--- src/rtl/snes_pad_responder.sv ---
// snes_pad_responder: controller end of the SNES/NES serial pad link.
// Snapshots the button word while the console holds LATCH, then presents one
// bit per console CLK rising edge on pad_data. Console pins are asynchronous
// and pass through synchronizers into the core clock domain.
//
// state   | meaning
// --------+-----------------------------------------------------------------
// IDLE    | no frame in progress, line parked high
// LATCHED | latch held, snapshot tracks buttons every cycle
// SHIFT   | latch released, one bit presented per pad_clk rise
// TAIL    | all N_BITS shifted out, line held at TAIL_LEVEL until next latch

module snes_pad_responder #(
    parameter int   SYNC_STAGES    = 2,
    parameter int   N_BITS         = 16,
    parameter logic TAIL_LEVEL     = 1'b0,
    parameter int   TIMEOUT_CYCLES = 65535
) (
    input  logic        clk,
    input  logic        reset,
    input  logic [11:0] buttons,
    input  logic        pad_latch,
    input  logic        pad_clk,
    output logic        pad_data,
    output logic        frame_done,
    output logic        active
);

    localparam int CW = $clog2(N_BITS);
    localparam int TW = $clog2(TIMEOUT_CYCLES + 1);

    typedef enum logic [1:0] {
        IDLE    = 2'd0,
        LATCHED = 2'd1,
        SHIFT   = 2'd2,
        TAIL    = 2'd3
    } state_t;

    logic [SYNC_STAGES-1:0] latch_sync;
    logic [SYNC_STAGES-1:0] clk_sync;
    logic                   latch_d;
    logic                   clk_d;
    logic                   latch_s;
    logic                   latch_fall;
    logic                   clk_rise;

    state_t                 state_q, state_n;
    // Bit 0 of the frame lives in pad_data_q itself; sr holds the bits still
    // waiting to be presented, so the line is always a plain flop output.
    logic [N_BITS-1:1]      sr_q, sr_n;
    logic [CW-1:0]          bit_cnt_q, bit_cnt_n;
    logic [TW-1:0]          tcnt_q, tcnt_n;
    logic                   pad_data_q, pad_data_n;
    logic                   frame_done_q, frame_done_n;
    logic [N_BITS-1:0]      load_word;

    // Synchronize console pins; reset to their idle levels so no false edge
    always_ff @(posedge clk) begin
        if (reset) begin
            latch_sync <= '0;
            clk_sync   <= '1;
            latch_d    <= 1'b0;
            clk_d      <= 1'b1;
        end else begin
            latch_sync <= {latch_sync[SYNC_STAGES-2:0], pad_latch};
            clk_sync   <= {clk_sync[SYNC_STAGES-2:0], pad_clk};
            latch_d    <= latch_sync[SYNC_STAGES-1];
            clk_d      <= clk_sync[SYNC_STAGES-1];
        end
    end

    assign latch_s    = latch_sync[SYNC_STAGES-1];
    assign latch_fall = ~latch_s & latch_d;
    assign clk_rise   = clk_sync[SYNC_STAGES-1] & ~clk_d;

    // Line levels for a fresh frame: ID bits read as 1, buttons active-low
    always_comb begin
        load_word       = '1;
        load_word[11:0] = ~buttons;
    end

    // State and datapath registers
    always_ff @(posedge clk) begin
        if (reset) begin
            state_q      <= IDLE;
            sr_q         <= '1;
            bit_cnt_q    <= '0;
            tcnt_q       <= '0;
            pad_data_q   <= 1'b1;
            frame_done_q <= 1'b0;
        end else begin
            state_q      <= state_n;
            sr_q         <= sr_n;
            bit_cnt_q    <= bit_cnt_n;
            tcnt_q       <= tcnt_n;
            pad_data_q   <= pad_data_n;
            frame_done_q <= frame_done_n;
        end
    end

    // Next-state and datapath logic; latch overrides everything, including a
    // coincident pad_clk rise
    always_comb begin
        state_n      = state_q;
        sr_n         = sr_q;
        bit_cnt_n    = bit_cnt_q;
        tcnt_n       = tcnt_q;
        pad_data_n   = pad_data_q;
        frame_done_n = 1'b0;

        if (latch_s) begin
            state_n    = LATCHED;
            sr_n       = load_word[N_BITS-1:1];
            pad_data_n = load_word[0];
            bit_cnt_n  = '0;
            tcnt_n     = '0;
        end else begin
            unique case (state_q)
                IDLE: begin
                    pad_data_n = 1'b1;
                end
                LATCHED: begin
                    if (latch_fall) begin
                        state_n = SHIFT;
                        tcnt_n  = '0;
                    end
                end
                SHIFT: begin
                    if (clk_rise) begin
                        sr_n      = {TAIL_LEVEL, sr_q[N_BITS-1:2]};
                        bit_cnt_n = bit_cnt_q + CW'(1);
                        tcnt_n    = '0;
                        if (bit_cnt_q == CW'(N_BITS - 1)) begin
                            state_n      = TAIL;
                            pad_data_n   = TAIL_LEVEL;
                            frame_done_n = 1'b1;
                        end else begin
                            pad_data_n = sr_q[1];
                        end
                    end else if (tcnt_q == TW'(TIMEOUT_CYCLES - 1)) begin
                        // Console went away mid-frame; park the line
                        state_n    = IDLE;
                        pad_data_n = 1'b1;
                    end else if (tcnt_q != '1) begin
                        tcnt_n = tcnt_q + TW'(1);
                    end
                end
                TAIL: begin
                    pad_data_n = TAIL_LEVEL;
                end
                default: begin
                    state_n = IDLE;
                end
            endcase
        end
    end

    assign pad_data   = pad_data_q;
    assign frame_done = frame_done_q;
    assign active     = (state_q != IDLE);

endmodule
--- config.mk ---
export PLATFORM = sky130hd
export DESIGN_NAME = snes_pad_responder
export DESIGN_NICKNAME = d
export VERILOG_FILES = /design/src/rtl/snes_pad_responder.sv
export SDC_FILE = /design/constraint.sdc
export NUM_CORES = 1
export LEC_CHECK = 0
export BUFFER_PORTS_ARGS = -buffer_cell sky130_fd_sc_hd__buf_2
export CAP_MARGIN = 20
export CORE_AREA = 2 2 70 59
export CTS_CLUSTER_SIZE = 12
export DETAILED_ROUTE_END_ITERATION = 10
export DIE_AREA = 0 0 72 61
export PLACE_DENSITY = 0.81
export SLEW_MARGIN = 20
export SYNTH_ARGS = -nofsm -noshare
export SYNTH_HDL_FRONTEND = slang
export SYNTH_SLANG_ARGS = --single-unit
--- constraint.sdc ---
create_clock -name clk -period 3.3 [get_ports clk]
set_input_delay 0.99 -clock clk [delete_from_list [all_inputs] [get_ports clk]]
set_output_delay 0.99 -clock clk [all_outputs]
set_load 0.005 [all_outputs]
* Word-level counts from Yosys, hierarchy flattened
Cells that the tools add are included. W data, S select, Z words.
Storage, ports and cells: register bits after elaboration 45, bits in latches 0, RAM bits 0, ROM bits 0, input bits 16, output and inout port bits 3, logic and storage cells 70, memories 0
Operators by class: $add $sub $neg 2, $mul 0, div/mod/pow operators 0, order comparisons 0, equality and inequality tests 14, shifts and indexed selects 0, multiplexer cells 20, bitwise logic cells 7, reduce and logical (&&, ||, !) cells 15
Operators by type and width (number):
- $mux W16 | 4
- $mux W11 | 3
- $pmux W16 S2 | 1
- $add A16 B1 Y16 const B | 1
- $eq A16 B16 Y1 const B | 1
- $ne A16 B16 Y1 const B | 1
- $ne A3 B3 Y1 const B | 5
- $not A12 Y12 | 1
- $reduce_and A4 Y1 | 3
- $mux W2 | 4
- $ne A4 B4 Y1 const B | 2
- $reduce_bool A2 Y1 | 4
- $mux W1 | 6
- $reduce_and A2 Y1 | 3
- $add A4 B1 Y4 const B | 1
- $eq A2 B2 Y1 const B | 2
- $eq A4 B4 Y1 const B | 1
- $not A1 Y1 | 4
- $pmux W2 S2 | 1
- $reduce_bool A4 Y1 | 1
- $reduce_or A4 Y1 | 1
- $pmux W1 S3 | 1
- $reduce_bool A3 Y1 | 1
- $and A1 B1 Y1 | 2
- other kinds (4) | 4

* Longest topological paths before layout
depth after elaboration 5, depth in mapped cells 10, depth with buffers taken out 7

* Worst setup path before layout
OpenSTA, ideal clock, no wires.
path type input to register, from input reset, to register tcnt_q[13], arrival time 2105 ps, data required time 3241 ps, path slack 1136 ps, stages on the path 5, buffers on the path 1, cells stage by stage or2_1 -> a21o_1 -> buf_2 -> or4_1 -> nand2_1
On the way: cells in the longest elaborated chain, start to end 1
RTL lines:
- start: declaration | RTL line 20 | input logic reset,
- $reduce_or A2 Y1 (no source line)
- end signal: assignment | RTL line 95 | tcnt_q <= tcnt_n;
- end: declaration | RTL line 52 | logic [TW-1:0] tcnt_q, tcnt_n;
Every way passes these cells. A chain may end at the register's enable or synchronous reset.

* Worst setup path in the final report
from input reset, to register tcnt_q[11]
The elaborated chain is that of the path after synthesis.

==> results list <==
* Run status: finished, final reports clean
* Startpoint of the most critical hold path: clk_sync[0]
* Power per standard cell area: around 400 nW/um^2
* Tmin final: 2.36 ns
- Total power for the finished layout comes to 0.956 mW.
- The worst setup path is captured at a register.
- Area used by sequential logic in the layout: around 900 sq um
- In this run the cell area of the synthesized design comes to 2240 sq um.
- In the synthesized netlist the async set-or-reset flop fraction comes to 0%.
* Maximum buffer depth of the clock tree: 2
- Buffers inserted to repair hold after CTS numbered 0.
* Depth of the worst hold-timing path: 1
- After synthesis, flip-flops and latches occupy roughly 40% of the total area.
* Worst Path Max Fanout: 20
- Worst reg2reg path endpoint: tcnt_q[9]
* FMAX: 0.423 GHz
- Boundary pin count: 19
- The synthesized design contains 0 enable-type register cells.
- Die width: 72 um
- Layout cell share with drive strength beyond 1: approximately a quarter
- Of the total synthesized cell area, the portion taken by full adders, half adders and majority gates is 3.91%.
* Category of the critical setup timing path: input pin to register
* Critical path data required time: 3.54 ns
* Full die area: about 4400 sq um
- Sink Count: 45
- Ranked by total cell area, the synthesized netlist is headed by sky130_fd_sc_hd__dfxtp_1, sky130_fd_sc_hd__a21oi_1, sky130_fd_sc_hd__or2_2.
- Net count after synthesis: ~280
- The first global-routing pass estimated 7380 um of wire.
- At the end of routability-driven placement, the weighted congestion stood at 0.832.
* Post-DR vias/cell: 5.93
* Deepest level of the CTS H-tree: 2
* Maximum number of pins on one net before global-route repair: 22
- Share of the synthesized area in the top cell type: 40.2%
- TritonCTS clock tree: yes
* Peak supply drop: 0.000317 V
- Starting density of the core: 60.9%
- Max transition margin: 41.8%
- Drt drc: 0
- Dividing the final minimum period by the clock period gives 71.6%.
* Initial antenna violation count: 0
- Via count: 1,868
* Iteration-0 DRC count of the detailed router: 180
* Final slew viol count: 0
- After Yosys synthesis, and, or, nand and nor cells account for between 20% and 30% of the synthesized area.
- ANT nets after route: 0
* Prevailing post-synth register cell: sky130_fd_sc_hd__dfxtp_1
* Class of the tightest hold or removal check: register to register
- Max capacitance violation total: 0
- Cells fill 66.1% of the core in the end.
- Worst Setup Start Kind: input pin
- Synth Area in XOR/XNOR: about 2.3%
- The number of different library cells used by synthesis comes to 47.
- Final antenna diode count: 0
* Total wirelength of the detailed-routed design: about 4400 um
- Half-perimeter wire length of the detailed placement result: 3100 um
- Synth-to-Final Area Change: 8.49%
- After synthesis the netlist holds a flip-flop and latch count of 45.
- Between clock sinks in the finished design, the worst skew comes to 0.0101 ns.
- In this run the static leakage power is 0.832 nW.
* Wirelength per Cell: between 10 and 15 um
- Setup repair after global routing left no endpoint under its margin.
* Startpoint of the worst register-to-register path: tcnt_q[0]
- The first detailed-routing pass took 4 iterations.
- Measured in cells, the most critical reg-to-reg path has a length of 6.
* Complex-gate fraction of the synthesized area: 19.8%
- Once the clock tree was built, the setup fixing pass inserted 0 buffers.
- Number of instances in the synthesized netlist: 256
- Count of final hold-check violations: 0
- CTS Buf Count: 5
- Row cnt: 20
* Setup slack of the most critical reg-to-reg path: 1.02 ns
- Dividing the synthesized area by the synthesized cell count gives 8.75 sq um.
- Insertion delay to the later sink of the worst-skew pair: 0.29 ns
* Final-layout fill cell count: 324
* Height of the die: roughly 60 um
- STA puts the critical path data arrival time at 2.61 ns.
* Reg clk slew, reported paths: 0.08 ns
- Design Area, Final: 2430 sq um
- The number of global-route vias before repair was 1,605.
- Input/output buffers: 18
- Before CTS, the worst setup slack after placement is approximately 0.64 ns.
- Setup violations remaining at the end of the flow were counted as 0.
* Worst Hold Endpoint: clk_sync[1]
* Clock root cell: sky130_fd_sc_hd__clkbuf_8
- Final setup TNS: 0 ns
- At the pin with the least slew margin, the transition time is between 0.8 and 0.9 ns.
- Post-cts resize count: 0
- Setup slack closes at 0.937 ns.
- After synthesis, the largest family of logic cells by area is simple AND/OR/NAND/NOR gates.
- sky130_fd_sc_hd__dfxtp_1 takes more of the synthesized area than any other cell.
- Post-DP Area: 2340 sq um
* Final layout net count: between 200 and 300
* Synthesis warning total: 0
- In the global route stage, overall resource usage came out at a little over a fifth.
* Area of combinational cells with multiple inputs: 1250 sq um
- After global routing the overflow that remains totals 0.
- The portion of synthesized area spent on multiplexers is 0%.
- The region available for standard cell placement spans 3680 sq um.
==> where the power goes <==
group	internal (mW)	switching (mW)	leakage [nW]	total, mW
Sequential	0.552	0.00612	0.365	0.558
Combinational	0.0277	0.0335	0.422	0.0612
Clock	0.166	0.170	0.0443	0.337
Total	0.746	0.210	0.832	0.956
==> registers in the layout (all words and copies together), names as in the netlist <==
signal / count
clk_d: 1
latch_d: 1
clk_sync: 2
bit_cnt_q: 4
state_q: 2
pad_data: 1
latch_sync: 2
tcnt_q: 16
frame_done: 1
sr_q: 15
==> how the worst max path moves through the flow <==
stage	startpoint	cells past startpoint	slack [ns]	endpoint
2_1_floorplan	reset	5	1.14	tcnt_q[13]
3_3_place_gp	reset	5	0.67	tcnt_q[5]
3_5_place_dp	reset	5	0.64	tcnt_q[11]
4_1_cts	reset	5	0.94	tcnt_q[11]
5_1_grt	state_q[0]	7	0.81	sr_q[9]
6_report	reset	5	0.94	tcnt_q[11]
==> kinds of logic after synthesis <==
logic type / Yosys count
buffers and inverters: 20
xor gates and xnor gates: 6
and+or+nand+nor: 116
DFF: 45
adders and majority gates: 7
AOI/OAI and AO/OA: 62
==> cell type report <==
class,count,share of cell area [%]
Multi-Input combinational cell,191,51.4
Sequential cell,45,37.1
Timing Repair Buffer,21,4.63
Inverter,7,1.08
Clock buffer,7,3.55
Tap cell,44,2.27
==> metrics by stage <==
| step | instances | hold slack, ns |
|---|---|---|
| finish | 315 | 0.416 |
| detailed placement | 308 | 0.396 |
| global placement | 308 | 0.408 |
| global route | 315 | 0.423 |
| CTS | 315 | 0.418 |
| floorplan | 256 | 0.389 |
==> metal layers <==
layer / vias to the layer above / GRT usage [%] / wire (um)
li1: 941 / - / -
met2: 38 / 32.9 / 1970
met5: - / 0 / 0
met1: 881 / 30.9 / 2210
met3: 8 / 6.98 / 198
met4: 0 / 4.85 / 50
==> synthesized netlist by cell type, types with 5 or more instances <==
master,count
sky130_fd_sc_hd__a211oi_1,12
sky130_fd_sc_hd__a21oi_1,19
sky130_fd_sc_hd__a21oi_2,6
sky130_fd_sc_hd__and2_1,11
sky130_fd_sc_hd__clkbuf_1,7
sky130_fd_sc_hd__dfxtp_1,45
sky130_fd_sc_hd__ha_1,7
sky130_fd_sc_hd__inv_1,7
sky130_fd_sc_hd__nand2_1,22
sky130_fd_sc_hd__nand3_1,15
sky130_fd_sc_hd__nor2_1,12
sky130_fd_sc_hd__o211ai_1,5
sky130_fd_sc_hd__or2_2,15
sky130_fd_sc_hd__or3_2,7
==> cells in the final DEF (no fill, tap or decap), types with 2 or more instances in the layout <==
cell type	n
sky130_fd_sc_hd__a21oi_1	19
sky130_fd_sc_hd__and3_1	2
sky130_fd_sc_hd__xor2_1	2
sky130_fd_sc_hd__nand3b_1	3
sky130_fd_sc_hd__nand4_1	3
sky130_fd_sc_hd__xnor2_1	4
sky130_fd_sc_hd__clkbuf_8	6
sky130_fd_sc_hd__o21ai_0	3
sky130_fd_sc_hd__a31oi_1	2
sky130_fd_sc_hd__or3_2	7
sky130_fd_sc_hd__ha_1	7
sky130_fd_sc_hd__nand2_2	3
sky130_fd_sc_hd__nor4b_1	3
sky130_fd_sc_hd__nor2b_1	3
sky130_fd_sc_hd__inv_1	7
sky130_fd_sc_hd__o211ai_1	5
sky130_fd_sc_hd__dfxtp_1	45
sky130_fd_sc_hd__nand2b_1	3
sky130_fd_sc_hd__or2_2	15
sky130_fd_sc_hd__a21o_1	2
sky130_fd_sc_hd__or4_1	4
sky130_fd_sc_hd__nor2_1	12
sky130_fd_sc_hd__nand2_1	22
sky130_fd_sc_hd__o31ai_1	2
sky130_fd_sc_hd__o21ai_2	4
sky130_fd_sc_hd__a21oi_2	6
sky130_fd_sc_hd__and2_1	11
sky130_fd_sc_hd__nand3_1	15
sky130_fd_sc_hd__buf_2	18
sky130_fd_sc_hd__buf_4	3
sky130_fd_sc_hd__a211oi_1	12
sky130_fd_sc_hd__nor3_1	4
==> critical path, cell delays in order <==
cell,delay [ns]
sky130_fd_sc_hd__buf_2,0.20
sky130_fd_sc_hd__or2_1,0.41
sky130_fd_sc_hd__a21o_1,0.38
sky130_fd_sc_hd__or4_1,0.55
sky130_fd_sc_hd__nand2_1,0.07
Note: power is estimated with default switching activity, not from simulation.
